### config.mk
export PLATFORM = sky130hd
export DESIGN_NAME = lock_controller
export DESIGN_NICKNAME = d
export VERILOG_FILES = /design/src/rtl/security_pkg.sv /design/src/rtl/lock_timer.sv /design/src/rtl/lock_controller.sv
export SDC_FILE = /design/constraint.sdc
export NUM_CORES = 1
export LEC_CHECK = 0
export ABC_CLOCK_PERIOD_IN_PS = 2570
export CAP_MARGIN = 20
export CELL_PAD_IN_SITES_DETAIL_PLACEMENT = 1
export CELL_PAD_IN_SITES_GLOBAL_PLACEMENT = 1
export CORE_ASPECT_RATIO = 1.25
export CORE_UTILIZATION = 40
export CTS_CLUSTER_DIAMETER = 120
export DETAILED_ROUTE_END_ITERATION = 6
export PLACE_DENSITY_LB_ADDON = 0.1
export SLEW_MARGIN = 20
export SYNTH_ARGS = -nofsm -noshare
export SYNTH_HDL_FRONTEND = slang
export SYNTH_SLANG_ARGS = --single-unit
export TNS_END_PERCENT = 100
### constraint.sdc
create_clock -name clock -period 2.57 [get_ports clock]
set_input_delay 0.771 -clock clock [delete_from_list [all_inputs] [get_ports clock]]
set_output_delay 0.771 -clock clock [all_outputs]
set_load 0.05 [all_outputs]
### src/rtl/security_pkg.sv
// Shared constants and state type for the access-control slice.
package security_pkg;

    localparam int unsigned CODE_W  = 7;
    localparam int unsigned TIMER_W = 8;

    typedef enum logic [2:0] {
        LOCKED,
        CHECK,
        UNLOCKED,
        PROGRAM,
        LOCKOUT
    } lock_state_t;

endpackage

### src/rtl/lock_timer.sv
// Loadable down-counter shared by the unlock window and the timed lockout.
module lock_timer
    import security_pkg::*;
#(
    parameter int unsigned WIDTH = TIMER_W
) (
    input  logic             clock,
    input  logic             reset_n,
    input  logic             load,
    input  logic [WIDTH-1:0] load_value,
    input  logic             dec,
    output logic [WIDTH-1:0] value,
    output logic             expired
);

    always_ff @(posedge clock or negedge reset_n) begin
        if (!reset_n) begin
            value <= '0;
        end else if (load) begin
            value <= load_value;
        end else if (dec && (value != '0)) begin
            value <= value - 1'b1;
        end
    end

    // Asserted on the last counted cycle, so the owner leaves on this decrement.
    assign expired = (value <= WIDTH'(1));

endmodule

### src/rtl/lock_controller.sv
// Code-check / timed-unlock / lockout FSM in front of the 7-bit code memory.
// SECURITY_ALARM_EN: lockout latches alarm and only reset_n releases it.
// `program` is a reserved word in SystemVerilog, so that request port is program_req.
module lock_controller
    import security_pkg::*;
#(
    parameter int unsigned MAX_TRIES      = 3,
    parameter int unsigned UNLOCK_CYCLES  = 8,
    parameter int unsigned LOCKOUT_CYCLES = 16
) (
    input  logic              clock,
    input  logic              reset_n,
    input  logic [CODE_W-1:0] entry_code,
    input  logic              try,
    input  logic              program_req,
    input  logic [CODE_W-1:0] stored_code,
    output logic [CODE_W-1:0] store_data,
    output logic              store_en,
    output logic              unlocked,
    output logic              locked_out,
    output logic              alarm,
    output logic [3:0]        fail_count
);

    localparam logic [3:0] MAX_FAIL = 4'(MAX_TRIES);

    lock_state_t        state;
    lock_state_t        state_next;
    logic [CODE_W-1:0]  code_q;
    logic [CODE_W-1:0]  code_d;
    logic [CODE_W-1:0]  store_data_d;
    logic [3:0]         fail_d;
    logic               timer_load;
    logic               timer_dec;
    logic [TIMER_W-1:0] timer_load_value;
    logic [TIMER_W-1:0] timer_value;
    logic               timer_expired;
`ifdef SECURITY_ALARM_EN
    logic               alarm_d;
`endif

    lock_timer #(
        .WIDTH (TIMER_W)
    ) u_timer (
        .clock      (clock),
        .reset_n    (reset_n),
        .load       (timer_load),
        .load_value (timer_load_value),
        .dec        (timer_dec),
        .value      (timer_value),
        .expired    (timer_expired)
    );

    always_ff @(posedge clock or negedge reset_n) begin
        if (!reset_n) begin
            state      <= LOCKED;
            code_q     <= '0;
            store_data <= '0;
            store_en   <= 1'b0;
            unlocked   <= 1'b0;
            locked_out <= 1'b0;
            fail_count <= '0;
`ifdef SECURITY_ALARM_EN
            alarm      <= 1'b0;
`endif
        end else begin
            state      <= state_next;
            code_q     <= code_d;
            store_data <= store_data_d;
            // Moore outputs registered from the state being entered.
            store_en   <= (state_next == PROGRAM);
            unlocked   <= (state_next == UNLOCKED);
            locked_out <= (state_next == LOCKOUT);
            fail_count <= fail_d;
`ifdef SECURITY_ALARM_EN
            alarm      <= alarm_d;
`endif
        end
    end

`ifndef SECURITY_ALARM_EN
    assign alarm = 1'b0;
`endif

    always_comb begin
        state_next       = state;
        code_d           = code_q;
        store_data_d     = store_data;
        fail_d           = fail_count;
        timer_load       = 1'b0;
        timer_dec        = 1'b0;
        timer_load_value = '0;
`ifdef SECURITY_ALARM_EN
        alarm_d          = alarm;
`endif
        case (state)
            LOCKED: begin
                if (try) begin
                    code_d     = entry_code;
                    state_next = CHECK;
                end
            end
            CHECK: begin
                if (code_q == stored_code) begin
                    state_next       = UNLOCKED;
                    fail_d           = '0;
                    timer_load       = 1'b1;
                    timer_load_value = TIMER_W'(UNLOCK_CYCLES);
                end else begin
                    fail_d = (fail_count >= MAX_FAIL) ? MAX_FAIL : fail_count + 4'd1;
                    if (fail_d == MAX_FAIL) begin
                        state_next = LOCKOUT;
`ifdef SECURITY_ALARM_EN
                        alarm_d = 1'b1;
`else
                        timer_load       = 1'b1;
                        timer_load_value = TIMER_W'(LOCKOUT_CYCLES);
`endif
                    end else begin
                        state_next = LOCKED;
                    end
                end
            end
            UNLOCKED: begin
                timer_dec = 1'b1;
                if (program_req) begin
                    store_data_d = entry_code;
                    state_next   = PROGRAM;
                end else if (timer_expired) begin
                    state_next = LOCKED;
                end
            end
            PROGRAM: begin
                state_next = LOCKED;
            end
            LOCKOUT: begin
`ifndef SECURITY_ALARM_EN
                timer_dec = 1'b1;
                if (timer_expired) begin
                    state_next = LOCKED;
                    fail_d     = '0;
                end
`endif
            end
            default: begin
                state_next = LOCKED;
            end
        endcase
    end

endmodule

Word level (Yosys, flattened, before mapping) --
Index checks and enable logic that the tools add are counted.
Storage, ports and cells: output and inout bits 15, input port bits 18, logic and storage cells 49, register bits 32
Operators by class: add/sub/neg operators 2, reduce and logical (&&, ||, !) cells 9, equality and inequality tests 9, muxes and demuxes 19, magnitude comparators 2
Operator list (number):
- 8-bit two-way mux | 2
- 3-bit two-way mux | 5
- 5-bit two-way mux | 3
- 4-bit two-way mux | 3
- 3-bit one-hot mux with 4 select lines | 1
- 3-bit by 2-bit == test with 1-bit output (second input constant) | 3
- 8-bit by 1-bit <= comparator with 1-bit output (second input constant) | 1
- 4-bit one-hot mux with 2 select lines | 1
- 8-bit nonzero test | 1
- 8-bit by 1-bit subtractor with 8-bit output (second input constant) | 1
- 7-bit == test | 1
- 3-bit == test (second input constant) | 2
- 2-bit AND reduction | 3
- 4-bit by 1-bit adder with 4-bit output (second input constant) | 1
- 4-bit by 2-bit == test with 1-bit output (second input constant) | 1
- 4-bit by 2-bit >= comparator with 1-bit output (second input constant) | 1
- 1-bit two-way mux | 4
- 2-bit nonzero test | 2
- 3-bit by 1-bit == test with 1-bit output (second input constant) | 1
- 3-bit logical NOT | 1
- 2-bit != test (second input constant) | 1
- 2-bit OR reduction | 1
- 1-bit logical AND | 1

Logic depth before layout (Yosys ltp) --
Gate-level depths: netlist (run 1).
depth in word-level cells 7, gate-level depth with buffers 6, mapped depth without buffers 6

Hierarchy --
Synthesis (run 1) repeated with hierarchy kept, for this count alone.
Unflattened totals: cell total of the unflattened synthesis 152, area, all modules 1682.9 µm²
By module, submodules not included:
- lock_controller | cells an instance 87, sequential area each 600.6 µm², times used 1, area an instance 1113.6 µm²
- lock_timer | cells an instance 65, sequential area each 200.2 µm², times used 1, area an instance 569.3 µm²

Least setup slack after synthesis (run 1) --
OpenSTA, ideal clock, no wires.
kind reg-to-reg, start reg fail_count[0], end reg u_timer.value[1], required time 2466 ps, clock period less this slack 1833 ps, library setup time 104 ps, slack 737 ps, path buffers 0, cell stages (with the launch flop) 6, data arrival time 1730 ps, cells stage by stage dfrtp_1 -> ha_1 -> nor3_1 -> o21ai_0 -> o21bai_1 -> a221oi_1
Between the ends: longest elaborated chain between the ends 7, elaborated cells between the ends (all ways) 9, classes of those cells add/sub: 1; order compare: 1; eq/ne: 1; mux: 5; reduce/logical: 1
Ends and longest elaborated chain:
- start, declared | RTL line lock_controller.sv:22 | output logic [3:0] fail_count
- start signal, assigned | RTL line lock_controller.sv:74 | fail_count <= fail_d;
- 4-bit by 1-bit adder with 4-bit output / 4-bit by 2-bit >= comparator with 1-bit output (equally long branches) | RTL line lock_controller.sv:110 | fail_d = (fail_count >= MAX_FAIL) ? MAX_FAIL : fail_count + 4'd1;
- 4-bit two-way mux (*) | RTL line lock_controller.sv:110
- 4-bit by 2-bit == test with 1-bit output (*) | RTL line lock_controller.sv:111 | if (fail_d == MAX_FAIL) begin
- 1-bit two-way mux (*) | RTL line lock_controller.sv:111
- 1-bit two-way mux (*) | RTL line lock_controller.sv:104 | if (code_q == stored_code) begin
- 1-bit two-way mux (*) | RTL line lock_controller.sv:96 | case (state)
- 8-bit two-way mux / 2-bit nonzero test (equally long branches)
- end signal, assigned | RTL line lock_timer.sv:20 | value <= load_value;
- end signal, assigned | RTL line lock_timer.sv:22 | value <= value - 1'b1;
- end, declared | RTL line lock_timer.sv:12 | output logic [WIDTH-1:0] value,
Mark *: on every way between the ends. The rest lies on a longest branch, timed or not. A chain may end at the register's enable or synchronous reset.

Worst setup path after layout (run 1) --
start reg fail_count[0], end out fail_count[0]
No word-level cell between the ends.

==> results.md, run 1 <==
- First-pass DRT Iterations: 4
- R2R Path End: u_timer.value[5]
- Share of cells above drive strength 1: about a fifth
- Die footprint: roughly 0.0043 mm^2
- Critical Path Start Type: flip-flop
- Hold path depth: 1
- Class of the worst hold path: flip-flop to flip-flop
- Total CTS buffers: 5
- Row count: 25
- Largest net degree at the start of global routing: 33
- Yosys warns: 0
- H-tree levels: 2
- Max Cap Viol: 0
- Diodes inserted: 0
- Final Max Tran Viols: 0
- Crit path max-delay family: buffers and inverters
- Slew @ Worst Pin: between 0.6 and 0.7 ns
- Placed wire-length estimate: about 2800 um
- Status: finished, final reports clean
- Average cell area after synthesis: between 10 and 15 um^2
- Hold wc startpoint: store_data[6]
- Crit path cell chain: clkdlybuf4s50_1
- Fmax: 0.439 GHz
- CTS sink count: 32
- Synth Instances: 136
- Worst-path clk slew: 0.07 ns
- WS Path Type: flip-flop to output pin
- Cts hold-fix bufs: 0
- CTS tree: yes
- Post-Route Skew: roughly 0.0054 ns
- Placeable Area: around 0.0038 mm^2
- Unrepaired setup endpoints after global routing: false
- Worst EP required: between 1.5 and 2 ns
- Antenna violations before repair: 0
- Routed WL: between 3000 and 4000 um
- Seq/Total Area, Yosys: about half
- FF-to-FF setup slack: a little over 0.6 ns
- Die width: 59.0 um
- GR Util All Layers: between 20% and 30%
- Vias in the first global route: between 1000 and 1500
- VDD IR max: approximately 0.57 mV
- Final min period: 2.28 ns
- WP data arrival: 1.51 ns
- Grt ovf: 0
- Period utilization: about nine tenths
- Worst Reg-to-Reg Cells: 4
- ANT nets after route: 0
- Max-slew headroom: 58.1%
- Setup Buffers After CTS: 0
- Starting Density: a little over two fifths
- CP Depth: 1
- Final-layout fill cell count: approximately 420
- Port bufs: 31
- FF+latch count, synth: 32
- Distinct cells, synth: 45
- # IOs: 33
- Final Setup Violations: 0
- WHS Endpoint: store_data[6]
- Post_cts resized: 0
- Critical Path Slowest Stage Cell: clkdlybuf4s50_1
- DRC viols: 0
- Root buf cell: clkbuf_8
- DIE HEIGHT: ~73 um
- Commonest non-fill, non-tap cell in the layout: dfrtp_1
- Critical Path Sink Type: output pin
- Via density: 5.37
- Avg WL per Cell: around 16 um
- CP max stage delay: 0.82 ns
- Lkg Pwr: 0.899 nW
- Layout area overhead: 28.7%
- Power Dens Cells: ~1100 mW/mm^2
- Sum Neg Setup Slack: 0 ns
- Post-Syn Area: 0.00162 mm^2
- Worst reg2reg startpoint: state[0]
- Most frequent cells in the layout: dfrtp_1, clkdlybuf4s50_1, mux2_2, xnor2_1
- Global-route wire length before repair: around 6400 um
- Vias post-DR: between 1000 and 1500
- Buf+Inv Stages, Crit Path: 1
- Clock Path Buffers: 2
- Syn Nets: between 150 and 200
- Final-report hold violation count: 0
- DRT iter0 DRCs: 12
- Worst-Skew Late Latency: 0.28 ns
- Layout Utilization: a little over half
- CP Max Fanout: 5
- Design Power: around 2.3 mW
- RePlAce Congestion: ~0.79
- Final net count: a little under 200
## how the worst max path moves through the flow
| stage | to | startpoint | slack, ns |
|---|---|---|---|
| after floorplan | u_timer.value[1] | fail_count[0] | 0.74 |
| after global placement | code_q[6] | try | 0.36 |
| after detailed placement | code_q[0] | try | 0.30 |
| after CTS | fail_count[0] | fail_count[0] | 0.27 |
| after global routing | fail_count[0] | fail_count[0] | 0.24 |
| final | fail_count[0] | fail_count[0] | 0.29 |
## Yosys cell counts, drive strengths merged
master | n | area (um^2)
o31ai | 6 | 45.0
a221oi | 1 | 8.76
or3 | 2 | 12.5
inv | 6 | 22.5
mux2 | 14 | 158
dfrtp | 32 | 801
and2 | 2 | 12.5
o21ba | 1 | 10.0
buf | 4 | 41.3
ha | 3 | 37.5
nor4bb | 1 | 10.0
or4 | 2 | 15.0
clkbuf | 1 | 3.75
nor3 | 1 | 5.00
a41oi | 1 | 8.76
o21a | 1 | 7.51
and3 | 1 | 6.26
or3b | 1 | 8.76
a22oi | 5 | 37.5
nand3b | 1 | 7.51
a211o | 1 | 8.76
nor4b | 1 | 23.8
nand4 | 1 | 6.26
nor4 | 3 | 25.0
xnor2 | 10 | 95.1
nand3 | 1 | 5.00
nand2 | 7 | 26.3
nor2 | 6 | 22.5
conb | 1 | 3.75
a311oi | 1 | 26.3
a21o | 1 | 7.51
o21bai | 1 | 7.51
a22o | 1 | 8.76
or4b | 1 | 10.0
nor3b | 2 | 20.0
o21ai | 3 | 15.0
a21oi | 2 | 10.0
or2 | 5 | 31.3
o22ai | 2 | 12.5
## registers in the layout (all words and copies together) (netlist names)
name	flops
store_data	7
unlocked	1
code_q	7
u_timer.value	8
locked_out	1
state	3
fail_count	4
store_en	1
## per-layer routing
metal,track usage [%],part of all wire (%),wire [um]
met1,20.8,39,1430
met2,38.4,57,2110
met3,4.79,2.8,105
met4,6.88,1.3,48
met5,0,0,0
## final cells by class
type	count	area, um^2	area share (%)
Timing Repair Buffer	35	340	16.3
Clock buffer	7	96.3	4.61
Sequential cell	32	801	38.3
Multi-Input combinational cell	93	762	36.5
Inverter	6	22.5	1.08
Tap cell	54	67.6	3.23
## through the flow
stage               std cells  hold WS [ns]  setup slack [ns]  cell area, um^2
CTS                       227         0.519             0.274             2090
global placement          220         0.490             0.365             1990
floorplan                 136         0.475             0.737             1620
global route              227         0.531             0.236             2090
detailed placement        220         0.501             0.302             1990
finish                    227         0.515             0.292             2090
## cells by family (layout without fill, tap and decap cells)
group | after synthesis | in the layout | synth area share [%]
flops | 32 | 32 | 49.3
mux | 14 | 14 | 9.71
other cells | 1 | 1 | 0.231
compound gates | 27 | 27 | 13.2
simple gates | 38 | 38 | 15.3
fa+ha+maj | 3 | 3 | 2.31
buf+inv | 11 | 48 | 4.16
xor+xnor | 10 | 10 | 5.86
## where the power goes
part / leakage, nW / internal [mW] / switching (mW)
registers: 0.413 / 0.669 / 0.163
logic: 0.435 / 0.453 / 0.577
clock network: 0.0503 / 0.238 / 0.176
Power figures use the tool's default switching activity.
==> run 2: changes to the inputs <==
--- a/config.mk
+++ b/config.mk
@@ -10,9 +10,10 @@
 export CELL_PAD_IN_SITES_DETAIL_PLACEMENT = 1
 export CELL_PAD_IN_SITES_GLOBAL_PLACEMENT = 1
 export CORE_ASPECT_RATIO = 1.25
-export CORE_UTILIZATION = 40
-export CTS_CLUSTER_DIAMETER = 120
+export CORE_UTILIZATION = 49
+export CTS_CLUSTER_DIAMETER = 80
 export DETAILED_ROUTE_END_ITERATION = 6
+export DONT_BUFFER_PORTS = 1
 export PLACE_DENSITY_LB_ADDON = 0.1
 export SLEW_MARGIN = 20
 export SYNTH_ARGS = -nofsm -noshare
==> results.md, run 2 (synthesized netlist as in run 1, its figures left out) <==
- Max reg flops: 8 (unchanged)
- Diodes inserted: 0 (unchanged)
- Share of cells above drive strength 1: 22.7% (was 19.7%)
- CTS sink count: 32 (unchanged)
- Max Cap Viol: 0 (unchanged)
- Vias in the first global route: 1207 (was 1396)
- Post-Route Skew: 0.00176 ns (was 0.00544 ns)
- Antenna violations before repair: 0 (unchanged)
- Largest registers: u_timer.value x8, code_q x7, store_data x7 (unchanged)
- Vias post-DR: 1070 (was 1220)
- Lkg Pwr: 0.770 nW (was 0.899 nW)
- Cts hold-fix bufs: 0 (unchanged)
- Row count: 23 (was 25)
- DRC viols: 0 (unchanged)
- Final net count: 162 (was 194)
- Final-report hold violation count: 0 (unchanged)
- Fmax: 0.463 GHz (was 0.439 GHz)
- # IOs: 33 (unchanged)
- Final Max Tran Viols: 0 (unchanged)
- Commonest non-fill, non-tap cell in the layout: dfrtp_1 (unchanged)
- Worst-path clk slew: 0.06 ns (was 0.07 ns)
- Worst-Skew Late Latency: 0.28 ns (about the same)
- Area of the multi-input gates: 762 um^2 (unchanged)
- Slew @ Worst Pin: 0.626 ns (was 0.624 ns)
- Largest net degree at the start of global routing: 33 (unchanged)
- Period utilization: 84.1% (was 88.7%)
- Global-route wire length before repair: 5420 um (was 6410 um)
- Avg WL per Cell: 18.5 um (was 16.3 um)
- DRT iter0 DRCs: 19 (was 12)
- Critical Path Start Type: flip-flop (unchanged)
- Post_cts resized: 0 (unchanged)
- Grt ovf: 0 (unchanged)
- First-pass DRT Iterations: 4 (unchanged)
- VDD IR max: 0.577 mV (was 0.567 mV)
- Total CTS buffers: 5 (unchanged)
- CP Max Fanout: 6 (was 5)
- Final-layout fill cell count: 343 (was 422)
- GR Util All Layers: 22.1% (was 20.1%)
- Port bufs: 0 (was 31)
- Routed WL: 3290 um (was 3690 um)
- Placed wire-length estimate: 2520 um (was 2830 um)
- Placeable Area: 0.00319 mm^2 (was 0.00385 mm^2)
- Sum Neg Setup Slack: 0 ns (unchanged)
- Worst EP required: 2.75 ns (was 1.80 ns)
- Root buf cell: clkbuf_8 (unchanged)
- Sequential cell area: 801 um^2 (unchanged)
- CTS tree: yes (unchanged)
- Layout area overhead: 6.63% (was 28.7%)
- DIE HEIGHT: 66.4 um (was 73.2 um)
- Most frequent cells in the layout: dfrtp_1, mux2_2, xnor2_1, nand2_1 (was dfrtp_1, clkdlybuf4s50_1, mux2_2, xnor2_1)
- WS Path Type: flip-flop to flip-flop (was flip-flop to output pin)
- WP data arrival: 2.34 ns (was 1.51 ns)
- Placed inst area: 0.00165 mm^2 (was 0.00199 mm^2)
- Class of the worst hold path: primary input to asynchronous set/reset pin (was flip-flop to flip-flop)
- Starting Density: 50.8% (was 42.2%)
- Via density: 6.01 (was 5.37)
- Fin area: 0.00173 mm^2 (was 0.00209 mm^2)
- Die footprint: 0.00355 mm^2 (was 0.00432 mm^2)
- Die width: 53.5 um (was 59.0 um)
- Critical Path Sink Type: flip-flop (was output pin)
- RePlAce Congestion: 0.764 (was 0.793)
- Setup Buffers After CTS: 0 (unchanged)
- Unrepaired setup endpoints after global routing: false (unchanged)
- Status: finished, final reports clean (unchanged)
- Power Dens Cells: 1190 mW/mm^2 (was 1090 mW/mm^2)
- Max-slew headroom: 57.9% (was 58.1%)
- Clock Path Buffers: 2 (unchanged)
- Final Setup Violations: 0 (unchanged)
- H-tree levels: 2 (unchanged)
- Largest reg by FF count: u_timer.value (unchanged)
- Final min period: 2.16 ns (was 2.28 ns)
- ANT nets after route: 0 (unchanged)
[run 2: changes by cell type in the layout (fill, tap and decap cells not counted), sizes merged]
cell / delta
clkdlybuf4s50: -31
buf: -1
clkbuf: -1
clkinv: +1
[run 2: metal layers]
layer | up-vias | track usage [%] | wire (um) | share of wire [%]
met3 | 8 | 8.74 | 161 | 4.9
met4 | 0 | 10.2 | 72 | 2.2
met5 | - | 0 | 0 | 0
met2 | 25 | 37.3 | 1810 | 55
li1 | 497 | - | - | -
met1 | 540 | 23.2 | 1250 | 38
[run 2: worst paths after layout]
path                                    start          endpoint  slack, ns  cells past startpoint
worst min register to register      code_q[4]         code_q[4]       0.51                      1
worst min-delay path                  reset_n  u_timer.value[2]       0.18                      0
min in group clock                  code_q[4]         code_q[4]       0.51                      1
worst max register to register  fail_count[0]  u_timer.value[1]       0.41                      5
max in group asynchronous             reset_n     store_data[5]       2.31                      0
worst max-delay path            fail_count[0]  u_timer.value[1]       0.41                      5
[run 2: per-stage QoR]
step	utilization [%]	total power [mW]	setup slack (ns)	instances	hold slack (ns)
floorplan	-	1.56	0.737	136	0.475
global placement	51.8	1.67	0.584	171	0.476
detailed placement	51.8	1.72	0.418	171	0.476
CTS	54.2	2.09	0.383	178	0.173
global route	54.2	2.21	0.268	178	0.162
finish	54.2	2.06	0.409	178	0.182
[run 2: power breakdown]
group | internal [mW] | switching [mW]
Clock | 0.184 | 0.172
Sequential | 0.667 | 0.333
Combinational | 0.336 | 0.369
[run 2: worst max-delay path, cell delays in order, from the launching register on]
cell and delay, ns:
dfrtp_1 0.59, ha_1 0.31, nor3_1 0.28, o21ai_0 0.22
o21bai_1 0.34, a221oi_1 0.33
[run 2: layout make-up]
class	count	share of cell area (%)
flip-flops and latches	32	46.2
clock inverters	1	0.289
clock buffers	6	4.19
multi-input cells	93	44.0
repair buffers	3	1.30
inverters	6	1.30
well taps	37	2.67
==> run 3: changes to the inputs <==
--- a/config.mk
+++ b/config.mk
@@ -5,7 +5,7 @@
 export SDC_FILE = /design/constraint.sdc
 export NUM_CORES = 1
 export LEC_CHECK = 0
-export ABC_CLOCK_PERIOD_IN_PS = 2570
+export ABC_CLOCK_PERIOD_IN_PS = 2200
 export CAP_MARGIN = 20
 export CELL_PAD_IN_SITES_DETAIL_PLACEMENT = 1
 export CELL_PAD_IN_SITES_GLOBAL_PLACEMENT = 1
==> constraint.sdc (replaced) <==
create_clock -name clock -period 2.2 [get_ports clock]
set_input_delay 0.66 -clock clock [delete_from_list [all_inputs] [get_ports clock]]
set_output_delay 0.66 -clock clock [all_outputs]
set_load 0.05 [all_outputs]
==> results.md, run 3 (synthesized netlist as in run 1, its figures left out) <==
- GR Util All Layers: 22.4% (was 22.1%)
- Share of cells above drive strength 1: 26.8% (was 22.7%)
- Largest net degree at the start of global routing: 33 (unchanged)
- Via density: 5.84 (was 6.01)
- Most frequent cells in the layout: dfrtp_1, mux2_2, buf_4, xnor2_1, nand2_1 (was dfrtp_1, mux2_2, xnor2_1, nand2_1)
- Global-route wire length before repair: 5470 um (was 5420 um)
- Internal cell power: 1.49 mW (was 1.19 mW)
- Clock share of power: 18.6% (was 17.3%)
- Layout area overhead: 10.9% (was 6.63%)
- RePlAce Congestion: 0.777 (was 0.764)
- Critical Path Start Type: flip-flop (unchanged)
- Class of the worst hold path: primary input to asynchronous set/reset pin (unchanged)
- Avg WL per Cell: 17.8 um (was 18.5 um)
- Slew @ Worst Pin: 0.557 ns (was 0.626 ns)
- Fmax: 0.527 GHz (was 0.463 GHz)
- Clock Path Buffers: 2 (unchanged)
- DRT iter0 DRCs: 10 (was 19)
- Worst Reg-to-Reg Cells: 6 (was 5)
- Port bufs: 0 (unchanged)
- Diodes inserted: 0 (unchanged)
- Final net count: 169 (was 162)
- CP Max Fanout: 6 (unchanged)
- Lkg Pwr: 0.810 nW (was 0.770 nW)
- Combinational group share of total power: 38.7% (was 34.2%)
- Final min period: 1.90 ns (was 2.16 ns)
- Post_cts resized: 0 (unchanged)
- Total CTS buffers: 5 (unchanged)
- Sum Neg Setup Slack: 0 ns (unchanged)
- Grt ovf: 0 (unchanged)
- FF-to-FF setup slack: 0.30 ns (was 0.41 ns)
- Placeable Area: 0.00319 mm^2 (unchanged)
- CTS sink count: 32 (unchanged)
- Worst EP required: 2.36 ns (was 2.75 ns)
- Cts hold-fix bufs: 0 (unchanged)
- Status: finished, final reports clean (unchanged)
- Reg power frac: 42.7% (was 48.5%)
- VDD IR max: 0.696 mV (was 0.577 mV)
- Starting Density: 50.8% (unchanged)
- Post-Route Skew: 0.00702 ns (was 0.00176 ns)
- H-tree levels: 2 (unchanged)
- WP data arrival: 2.06 ns (was 2.34 ns)
- ANT nets after route: 0 (unchanged)
- Largest reg by FF count: u_timer.value (unchanged)
- Die footprint: 0.00355 mm^2 (unchanged)
- Placed Cells: 178 (was 171)
- DRC viols: 0 (unchanged)
- Antenna violations before repair: 0 (unchanged)
- Routed WL: 3310 um (was 3290 um)
- Sw Share: 41.2% (was 42.4%)
- Commonest non-fill, non-tap cell in the layout: dfrtp_1 (unchanged)
- Final-report hold violation count: 0 (unchanged)
- CTS tree: yes (unchanged)
- Fin cells: 186 (was 178)
- Net Sw Power: 1.04 mW (was 874 uW)
- # IOs: 33 (unchanged)
- Max reg flops: 8 (unchanged)
- Final Setup Violations: 0 (unchanged)
- WS Path Type: flip-flop to flip-flop (unchanged)
- Unrepaired setup endpoints after global routing: false (unchanged)
- Worst-path clk slew: 0.07 ns (was 0.06 ns)
- Worst-Skew Late Latency: 0.28 ns (about the same)
- Max Cap Viol: 0 (unchanged)
- DIE HEIGHT: 66.4 um (unchanged)
- Row count: 23 (unchanged)
- Largest registers: u_timer.value x8, code_q x7, store_data x7 (unchanged)
- Vias post-DR: 1087 (was 1070)
- Placed wire-length estimate: 2470 um (was 2520 um)
- Die width: 53.5 um (unchanged)
- Final Max Tran Viols: 0 (unchanged)
- Power Dens Cells: 1400 mW/mm^2 (was 1190 mW/mm^2)
- Period utilization: 86.2% (was 84.1%)
- Vias in the first global route: 1219 (was 1207)
- Max-slew headroom: 62.4% (was 57.9%)
- Setup Buffers After CTS: 0 (unchanged)
- Critical Path Sink Type: flip-flop (unchanged)
- Root buf cell: clkbuf_8 (unchanged)
- First-pass DRT Iterations: 4 (unchanged)
-- run 3: critical path, stage by stage (launching register included) --
cell and delay, ns:
dfrtp_1 0.39, ha_1 0.19, nor3_1 0.27, o21ai_0 0.21, o21bai_1 0.20, buf_4 0.16
a221oi_1 0.35
-- run 3: final timing paths --
path | startpoint | endpoint
worst max-delay path | fail_count[0] | u_timer.value[1]
max in group asynchronous | reset_n | store_data[0]
worst min register to register | code_q[4] | code_q[4]
worst max register to register | fail_count[0] | u_timer.value[1]
worst min-delay path | reset_n | unlocked
min in group clock | entry_code[4] | code_q[4]
-- run 3: power by group through the flow --
stage               sequential [mW]  clock, mW  combinational (mW)
finish                         1.08      0.470               0.978
global route                   1.11      0.512                1.09
CTS                            1.08      0.484               0.993
detailed placement             1.10          0               0.989
global placement               1.08          0               0.947
floorplan                      1.10          0               0.718
-- run 3: area by class of cell --
class / count / area (um^2)
sequential: 32 / 801
fill: 344 / 1390
inverter: 6 / 22.5
tap: 37 / 46.3
clock buffer: 7 / 86.3
multi-input combinational: 93 / 762
clock inverter: 1 / 7.51
timing repair buffer: 10 / 75.1
-- run 3: through the flow --
step | hold WS (ns) | area (um^2) | util [%] | setup slack, ns | power, mW
global placement | 0.365 | 1710 | 53.4 | 0.385 | 2.02
finish | 0.0639 | 1800 | 56.4 | 0.303 | 2.53
global route | 0.0466 | 1800 | 56.4 | 0.0752 | 2.71
CTS | 0.0582 | 1800 | 56.4 | 0.283 | 2.56
detailed placement | 0.365 | 1710 | 53.4 | 0.300 | 2.09
floorplan | 0.364 | 1620 | - | 0.367 | 1.82
-- run 3: per-layer routing --
metal  GRT usage [%]  share of wire (%)  up-vias
met3            8.28                5.3        8
li1                -                  -      513
met2            38.0                 53       27
met5               0                  0        -
met1            24.2                 39      539
met4            9.87                2.1        0
